[src/rtl/reg_file_param.sv]
// Parametrised register file: one write port, two registered read ports with
// write-to-read bypass, optional hardwired zero register and a clear-sweep sequencer.
module reg_file_param #(
    parameter int DATA_WIDTH = 24,
    parameter int ADDR_WIDTH = 2,
    parameter int ZERO_REG   = 1
) (
    input  logic                  clock,
    input  logic                  reset_n,
    input  logic                  reg_write,
    input  logic [ADDR_WIDTH-1:0] write_reg,
    input  logic [DATA_WIDTH-1:0] write_data,
    output logic                  write_ready,
    input  logic [ADDR_WIDTH-1:0] read_reg_1,
    input  logic [ADDR_WIDTH-1:0] read_reg_2,
    output logic [DATA_WIDTH-1:0] read_data_1,
    output logic [DATA_WIDTH-1:0] read_data_2,
    input  logic                  clear_start,
    output logic                  clear_busy,
    output logic                  clear_done
);

    localparam int DEPTH = 1 << ADDR_WIDTH;
    localparam logic [ADDR_WIDTH-1:0] LAST_IDX = {ADDR_WIDTH{1'b1}};

    typedef enum logic [1:0] {
        ST_IDLE  = 2'd0,
        ST_CLEAR = 2'd1,
        ST_DONE  = 2'd2
    } state_t;

    state_t                  state_q, state_d;
    logic [ADDR_WIDTH-1:0]   idx_q, idx_d;
    logic [DATA_WIDTH-1:0]   regs_q [DEPTH];
    logic [DATA_WIDTH-1:0]   rd1_q, rd1_d;
    logic [DATA_WIDTH-1:0]   rd2_q, rd2_d;
    logic                    wr_acc_s;
    logic                    wr_commit_s;
    logic                    zero_wr_s;

    assign write_ready = (state_q != ST_CLEAR);
    assign clear_busy  = (state_q == ST_CLEAR);
    assign clear_done  = (state_q == ST_DONE);
    assign read_data_1 = rd1_q;
    assign read_data_2 = rd2_q;

    assign wr_acc_s    = reg_write && write_ready;
    assign zero_wr_s   = (ZERO_REG != 0) && (write_reg == '0);
    assign wr_commit_s = wr_acc_s && !zero_wr_s;

    // Sweep sequencer next-state logic
    always_comb begin
        state_d = state_q;
        idx_d   = idx_q;
        case (state_q)
            ST_IDLE: begin
                if (clear_start) begin
                    state_d = ST_CLEAR;
                    idx_d   = '0;
                end else begin
                    state_d = ST_IDLE;
                end
            end
            ST_CLEAR: begin
                idx_d = idx_q + 1'b1;
                if (idx_q == LAST_IDX) begin
                    state_d = ST_DONE;
                end else begin
                    state_d = ST_CLEAR;
                end
            end
            ST_DONE: begin
                state_d = ST_IDLE;
            end
            default: begin
                state_d = ST_IDLE;
                idx_d   = '0;
            end
        endcase
    end

    // Read port 1 priority: zero register, sweep target, bypass, array
    always_comb begin
        rd1_d = regs_q[read_reg_1];
        if ((ZERO_REG != 0) && (read_reg_1 == '0)) begin
            rd1_d = '0;
        end else if (clear_busy && (read_reg_1 == idx_q)) begin
            rd1_d = '0;
        end else if (wr_acc_s && (write_reg == read_reg_1)) begin
            rd1_d = write_data;
        end else begin
            rd1_d = regs_q[read_reg_1];
        end
    end

    // Read port 2 priority: zero register, sweep target, bypass, array
    always_comb begin
        rd2_d = regs_q[read_reg_2];
        if ((ZERO_REG != 0) && (read_reg_2 == '0)) begin
            rd2_d = '0;
        end else if (clear_busy && (read_reg_2 == idx_q)) begin
            rd2_d = '0;
        end else if (wr_acc_s && (write_reg == read_reg_2)) begin
            rd2_d = write_data;
        end else begin
            rd2_d = regs_q[read_reg_2];
        end
    end

    // Sequencer state, sweep index and read output registers
    always_ff @(posedge clock or negedge reset_n) begin
        if (!reset_n) begin
            state_q <= ST_IDLE;
            idx_q   <= '0;
            rd1_q   <= '0;
            rd2_q   <= '0;
        end else begin
            state_q <= state_d;
            idx_q   <= idx_d;
            rd1_q   <= rd1_d;
            rd2_q   <= rd2_d;
        end
    end

    // Register array: sweep zeroing and write commit never coincide
    always_ff @(posedge clock or negedge reset_n) begin
        if (!reset_n) begin
            for (int i = 0; i < DEPTH; i++) begin
                regs_q[i] <= '0;
            end
        end else if (clear_busy) begin
            regs_q[idx_q] <= '0;
        end else if (wr_commit_s) begin
            regs_q[write_reg] <= write_data;
        end else begin
            regs_q[write_reg] <= regs_q[write_reg];
        end
    end

endmodule

[config.mk]
export PLATFORM = sky130hd
export DESIGN_NAME = reg_file_param
export DESIGN_NICKNAME = d
export VERILOG_FILES = /design/src/rtl/reg_file_param.sv
export SDC_FILE = /design/constraint.sdc
export NUM_CORES = 1
export LEC_CHECK = 0
export CORE_ASPECT_RATIO = 1.2
export CORE_MARGIN = 1.5
export CORE_UTILIZATION = 39
export CTS_BUF_LIST = sky130_fd_sc_hd__clkbuf_8
export CTS_CLUSTER_SIZE = 25
export DETAILED_ROUTE_END_ITERATION = 8
export SLEW_MARGIN = 20
export SYNTH_ARGS = -nofsm -noshare
export SYNTH_HDL_FRONTEND = slang
export SYNTH_SLANG_ARGS = --single-unit
export TNS_END_PERCENT = 1
[constraint.sdc]
create_clock -name clock -period 4.5 [get_ports clock]
set_clock_uncertainty 0.1 [all_clocks]
set_input_delay 0.45 -clock clock [delete_from_list [all_inputs] [get_ports clock]]
set_output_delay 0.45 -clock clock [all_outputs]
set_load 0.05 [all_outputs]
Yosys cells after proc, flatten, opt, wreduce, memory -nomap -nowiden
Index checks and enable logic that the tools add are counted.
{ "word_totals": {"inputBits": 34, "register_bits": 148, "out_inout_bits": 51, "wordCells": 73} }
{ "op_classes": {"addsub": 1, "reduce_logical": 14, "n_lt_le_gt_ge": 6, "eq_ne": 9, "muxes": 28, "bitwise": 7} }
{ "op_table": {"columns": ["operator", "count"], "rows": [
  ["two-way mux 24 bit", 14],
  ["bitwise mux 96 bit", 2],
  ["two-way mux 96 bit", 2],
  ["binary-select mux 24 bit (select 2 bit)", 3],
  ["bitwise AND 96 bit", 1],
  ["demux 24 bit (select 2 bit)", 2],
  ["inverter 96 bit", 1],
  [">= comparator 3 bit (second input constant)", 4],
  ["inverter 2 -> 3 bit", 4],
  ["== test 2 bit", 4],
  ["logical AND 1 bit", 8],
  ["logical NOT 2 bit", 4],
  ["< comparator 3 x 1 -> 1 bit (second input constant)", 2],
  ["case mux 2 bit (3 select lines)", 1],
  ["== test 2 bit (second input constant)", 2],
  ["two-way mux 2 bit", 2],
  ["case mux 2 bit (2 select lines)", 1],
  ["adder 2 x 1 -> 2 bit (second input constant)", 1],
  ["== test 2 x 1 -> 1 bit (second input constant)", 1],
  ["inequality test 2 x 1 -> 1 bit (second input constant)", 1],
  ["inequality test 2 bit (second input constant)", 1],
  ["AND reduction 2 bit", 1],
  ["logical NOT 1 bit", 1],
  ["two-way mux 1 bit", 1],
  ["inverter 1 bit", 1]
]} }

Longest topological paths before layout
{ "logic_depth": {"ltp_word": 8, "ltp_mapped": 7, "mapped_depth_nobuf": 5} }

Least setup slack after synthesis
No wires, ideal clock.
{ "synth_path": {"kind": "reg-to-reg", "from": "register state_q[1]", "to": "register regs_q[75] (netlist name)", "n_path_buf": 2, "path_slack_ps": 2777, "path_stages_with_launch": 7, "arrival_time_ps": 1504, "setup_time_ps": 119, "required_ps": 4281, "synth_period_minus_slack_ps": 1723, "cell_sequence": "dfrtp_1 nand2b_2 buf_6 inv_2 nand2_1 clkbuf_1 and2_1"} }
{ "synth_via": {"elab_chain_len": 5, "elab_cells_between_ends": 6, "classes_between": "eq/ne: 2; mux: 2; reduce/logical: 2"} }
{ "synth_lines": {"columns": ["item", "line_no", "source"], "rows": [
  ["start, declared", "32", "state_t state_q, state_d;"],
  ["start signal, assigned", "118", "state_q <= state_d;"],
  ["inequality test 2 x 1 -> 1 bit", "41", "assign write_ready = (state_q != ST_CLEAR);"],
  ["net write_ready", "13", "output logic write_ready,"],
  ["logical AND 1 bit", "47", "assign wr_acc_s = reg_write && write_ready;"],
  ["logical AND 1 bit", "49", "assign wr_commit_s = wr_acc_s && !zero_wr_s;"],
  ["two-way mux 96 bit", "133", "end else if (wr_commit_s) begin"],
  ["two-way mux 96 bit", "131", "end else if (clear_busy) begin"],
  ["end signal, assigned by index", "134", "regs_q[write_reg] <= write_data;"],
  ["end signal, assigned by index", "136", "regs_q[write_reg] <= regs_q[write_reg];"],
  ["end, declared", "34", "logic [DATA_WIDTH-1:0] regs_q [DEPTH];"]
]} }
The timed path passes the listed nets, and every way through them passes these cells.
A chain may end at the register's enable or synchronous reset.

Worst setup path in the final report
{ "layout_path": {"from": "input port read_reg_1[1]", "to": "register rd1_q[3], in the netlist read_data_1[3]"} }
{ "layout_via": {"elab_chain_len": 7, "elab_cells_between_ends": 12, "classes_between": "eq/ne: 2; mux: 6; bitwise: 1; reduce/logical: 3"} }
{ "layout_lines": {"columns": ["item", "line_no", "source"], "rows": [
  ["start, declared", "14", "input logic [ADDR_WIDTH-1:0] read_reg_1,"],
  ["inverter 2 -> 3 bit (not written as such)", "92", "rd1_d = regs_q[read_reg_1];"],
  ["binary-select mux 24 bit (select 2 bit)", "92", null],
  ["two-way mux 24 bit (not written as such) (2 in a row)", "92", null],
  ["two-way mux 24 bit", "89", "end else if (wr_acc_s && (write_reg == read_reg_1)) begin"],
  ["two-way mux 24 bit", "87", "end else if (clear_busy && (read_reg_1 == idx_q)) begin"],
  ["two-way mux 24 bit *", "85", "if ((ZERO_REG != 0) && (read_reg_1 == '0)) begin"],
  ["net rd1_d[3]", "35", "logic [DATA_WIDTH-1:0] rd1_q, rd1_d;"],
  ["end signal, assigned", "120", "rd1_q <= rd1_d;"],
  ["end, declared", "35", null]
]} }
The timed path passes the listed nets; every way through them passes the cells marked *. The select of a mux whose other input is x is not followed.

==> results.tsv <==
stage	metric	value	unit
yosys	gate count after technology mapping	521	
pwr	net switching power figure	1.95	mW
worst_setup_path	startpoint class of the critical path	input pin	
routing	antenna viol nets, final	0	
yosys	share of the synthesized area in the top cell type	54.5	%
routing	Via-to-Cell Ratio	5.78	
timing	time the worst path needs with I/O delays and setup	2.82	ns
cts	CTS tree	done	
yosys	net count of the mapped netlist	559	
pwr	sequential power share	40.4	%
routing	count of vias placed by the detailed router	4757	
hold_path	class of the most critical hold timing path	reg2reg	
cts	Sink Count	148	
floorplan	die area	18200	sq um
grt	global routing usage on met3	4.09	%
pwr	Internal Dissipation	2.95	mW
grt	met2 Usage GRT	36.1	%
job	Max-Cap Viols	0	
routing	DRC	0	
timing	final setup violation count	0	
pwr	leakage power summed over all cells	3.51	nW
pwr	proportion of power drawn by combinational gates	40.1	%
grt	overall fraction of global-route tracks in use	21.8	%
placed_design	Detailed Place HPWL	10500	microns
cts	clock-pin slew on the worst setup and hold paths	0.08	ns
cells_and_area	footprint of the flip-flops and latches	3700	sq um
yosys	synth top area cells	dfrtp_1 (55%), mux4_2 (16%), a22o_1 (9.4%)	
cells_and_area	commonest non-fill, non-tap cell in the layout	dfrtp_1	
timing	RSZ-0062 raised after global routing	no	
yosys	post-synthesis average cell area	13.0	sq um
yosys	flip-flop and latch count after synthesis	148	
cells_and_area	number of nets at the end of the flow	632	
yosys	cell type contributing the most total cell area after synthesis	dfrtp_1	
timing	fin crit share	62.6	%
pwr	switching portion of total power	39.8	%
floorplan	width of the chip	123	microns
cts	total CTS buffers	17	
yosys	count of warnings emitted by yosys	0	
worst_setup_path	worst path required time	4.76	ns
grt	vias in the first global route	5030	
pwr	Max VDD drop	0.215	mV
floorplan	number of top-level pins	85	
yosys	count of distinct cell types in the synthesized netlist	29	
pwr	Pwr per Cell Area	605	nW/um^2
worst_setup_path	Arr. time, crit path	3.08	ns
outcome	result of the run	finished, final reports clean	
grt	largest net degree at the start of global routing	82	
timing	highest clock frequency the design can meet	0.355	GHz
cells_and_area	P&R area growth vs syn	19.1	%
grt	met1 layer usage reported by global route	28.9	%
yosys	Netlist Area Pre-Place	6790	sq um
pwr	part of the total power dissipated in the clock network	19.5	%
cells_and_area	filler instances	1517	
routing	number of optimization iterations in the first detailed-route pass	5	
timing	Slew Limit Headroom	23.7	%
cts	buffers from clock root to sink, at most	2	
cts	later-pin clock latency in the skew report	0.45	ns
timing	slew at the pin closest to its max-slew limit	1.14	ns
worst_setup_path	maximum net fanout on the critical path	24	
grt	wire length of the first global-routing pass	29200	microns
worst_setup_path	Setup Crit Path Kind	in2reg	
cells_and_area	share of post-route cells with drive strength above 1	16.7	%
placed_design	placer congestion estimate	0.747	
cells_and_area	most used cells in the layout excluding fill and tap cells	dfrtp_1 (148), nand2_1 (98), clkdlybuf4s50_1 (81)	
routing	DRC violation total after the first TritonRoute iteration	425	
floorplan	Floorplan Core Area	17000	sq um
floorplan	Die H	148	microns
worst_setup_path	category of the worst setup path capture point	register	
timing	hold_ws	0.352	ns
routing	wire length after detailed routing	18600	microns
grt	most heavily used metal layer in global routing	met2	
cts	clock tree root buffer cell	clkbuf_8	
yosys	sequential cell area fraction in the yosys report	54.5	%
timing	Final Slew Violations	0	
grt	GRT Residual Overflow	0	
timing	final setup TNS	0	ns
grt	number of antenna violations at the first check in global routing	0	
cells_and_area	final standard cell utilization of the core	47.6	%
cts	number of H-tree branching levels	4	
routing	routed length per instance	22.6	microns
placed_design	port buffer count	84	
floorplan	Initial Utilization	40.0	%
timing	Final Hold Vio Count	0	
cells_and_area	Multi-input gate area	2800	sq um
floorplan	number of core rows	52	
-- per-layer routing --
metal  vias to the layer above  share of wire [%]
met4                         0                1.8
met2                       199                 51
met1                      2468                 42
li1                       2059                  -
met5                         -                  0
met3                        31                5.5
-- cell usage after synthesis --
| library cell | instances |
|---|---|
| clkbuf_1 | 2 |
| nor2_1 | 3 |
| buf_6 | 3 |
| o31a_1 | 1 |
| and4_1 | 3 |
| inv_2 | 1 |
| and2_1 | 24 |
| mux2i_1 | 1 |
| o21a_1 | 2 |
| inv_1 | 4 |
| nor2_4 | 1 |
| buf_1 | 6 |
| a21oi_4 | 2 |
| nand2_1 | 98 |
| mux4_2 | 48 |
| nand3_1 | 1 |
| xnor2_1 | 4 |
| buf_4 | 15 |
| a31oi_1 | 1 |
| o21ai_0 | 2 |
| and4b_1 | 2 |
| o32ai_4 | 2 |
| a22o_1 | 73 |
| buf_2 | 18 |
| ha_1 | 4 |
| dfrtp_1 | 148 |
| nand2b_2 | 1 |
| a21oi_1 | 49 |
| nand4_1 | 2 |
-- flip-flops by register name (all words and copies together) (netlist names) --
register and flops:
read_data_1 24, state_q 2, regs_q 96, read_data_2 24
idx_q 2
-- critical path, stage by stage --
cell             delay [ns]
clkdlybuf4s50_1        0.88
xnor2_1                0.41
and4_1                 1.00
nand2_1                0.11
a21oi_1                0.20
-- cell families (layout without fill, tap and decap cells) --
group / after synthesis / count (layout) / share of synthesized area [%]
AO/OA/AOI/OAI: 132 / 132 / 14.9
XOR/XNOR: 4 / 4 / 0.516
adder cells (fa/ha/maj): 4 / 4 / 0.737
buffers and inverters: 49 / 134 / 4.20
flip-flops: 148 / 148 / 54.5
multiplexers: 49 / 49 / 16.1
other: 0 / 1 / 0
AND/OR/NAND/NOR: 135 / 135 / 9.03
-- repair_timing --
item,CTS,global route
endpoints found under the hold margin,79,0
buffers inserted,0,0
setup endpoints to repair,0,0
gates resized for setup,0,0
hold buffers,1,0
-- path summary, 6_finish.rpt --
path                                       end  slack, ns  depth (start not counted)     startpoint
worst max-delay path            read_data_1[3]       1.68                          5  read_reg_1[1]
worst min-delay path                state_q[0]       0.35                          1     state_q[1]
worst max register to register      regs_q[71]       2.04                          5     state_q[1]
worst min register to register      state_q[0]       0.35                          1     state_q[1]
max in group asynchronous           regs_q[84]       2.83                          3        reset_n
min in group asynchronous           regs_q[79]       0.48                          2        reset_n
-- final cells by class --
class | instances | share of cell area, %
clock buffers | 19 | 3.23
well taps | 216 | 3.34
inverters | 5 | 0.232
diodes | 1 | 0.0309
flip-flops and latches | 148 | 45.8
multi-input cells | 324 | 34.6
clock inverters | 12 | 1.13
repair buffers | 98 | 11.6
-- stage by stage --
stage,instance area [sq um],setup slack [ns],std cells,power (mW)
after CTS,8090,1.70,822,4.91
after global routing,8090,1.57,822,5.13
after detailed placement,7720,1.27,790,3.95
after global placement,7720,1.36,790,3.89
final,8090,1.68,823,4.90
after floorplan,6790,2.78,521,3.32
-- power groups by stage --
| stage | combinational (mW) | clock [mW] | sequential, mW |
|---|---|---|---|
| after floorplan | 1.01 | 0 | 2.31 |
| after global placement | 1.93 | 0 | 1.97 |
| after detailed placement | 1.96 | 0 | 1.99 |
| after CTS | 1.97 | 0.968 | 1.97 |
| after global routing | 2.07 | 1.03 | 2.02 |
| final | 1.96 | 0.957 | 1.98 |
Power figures use the tool's default switching activity.
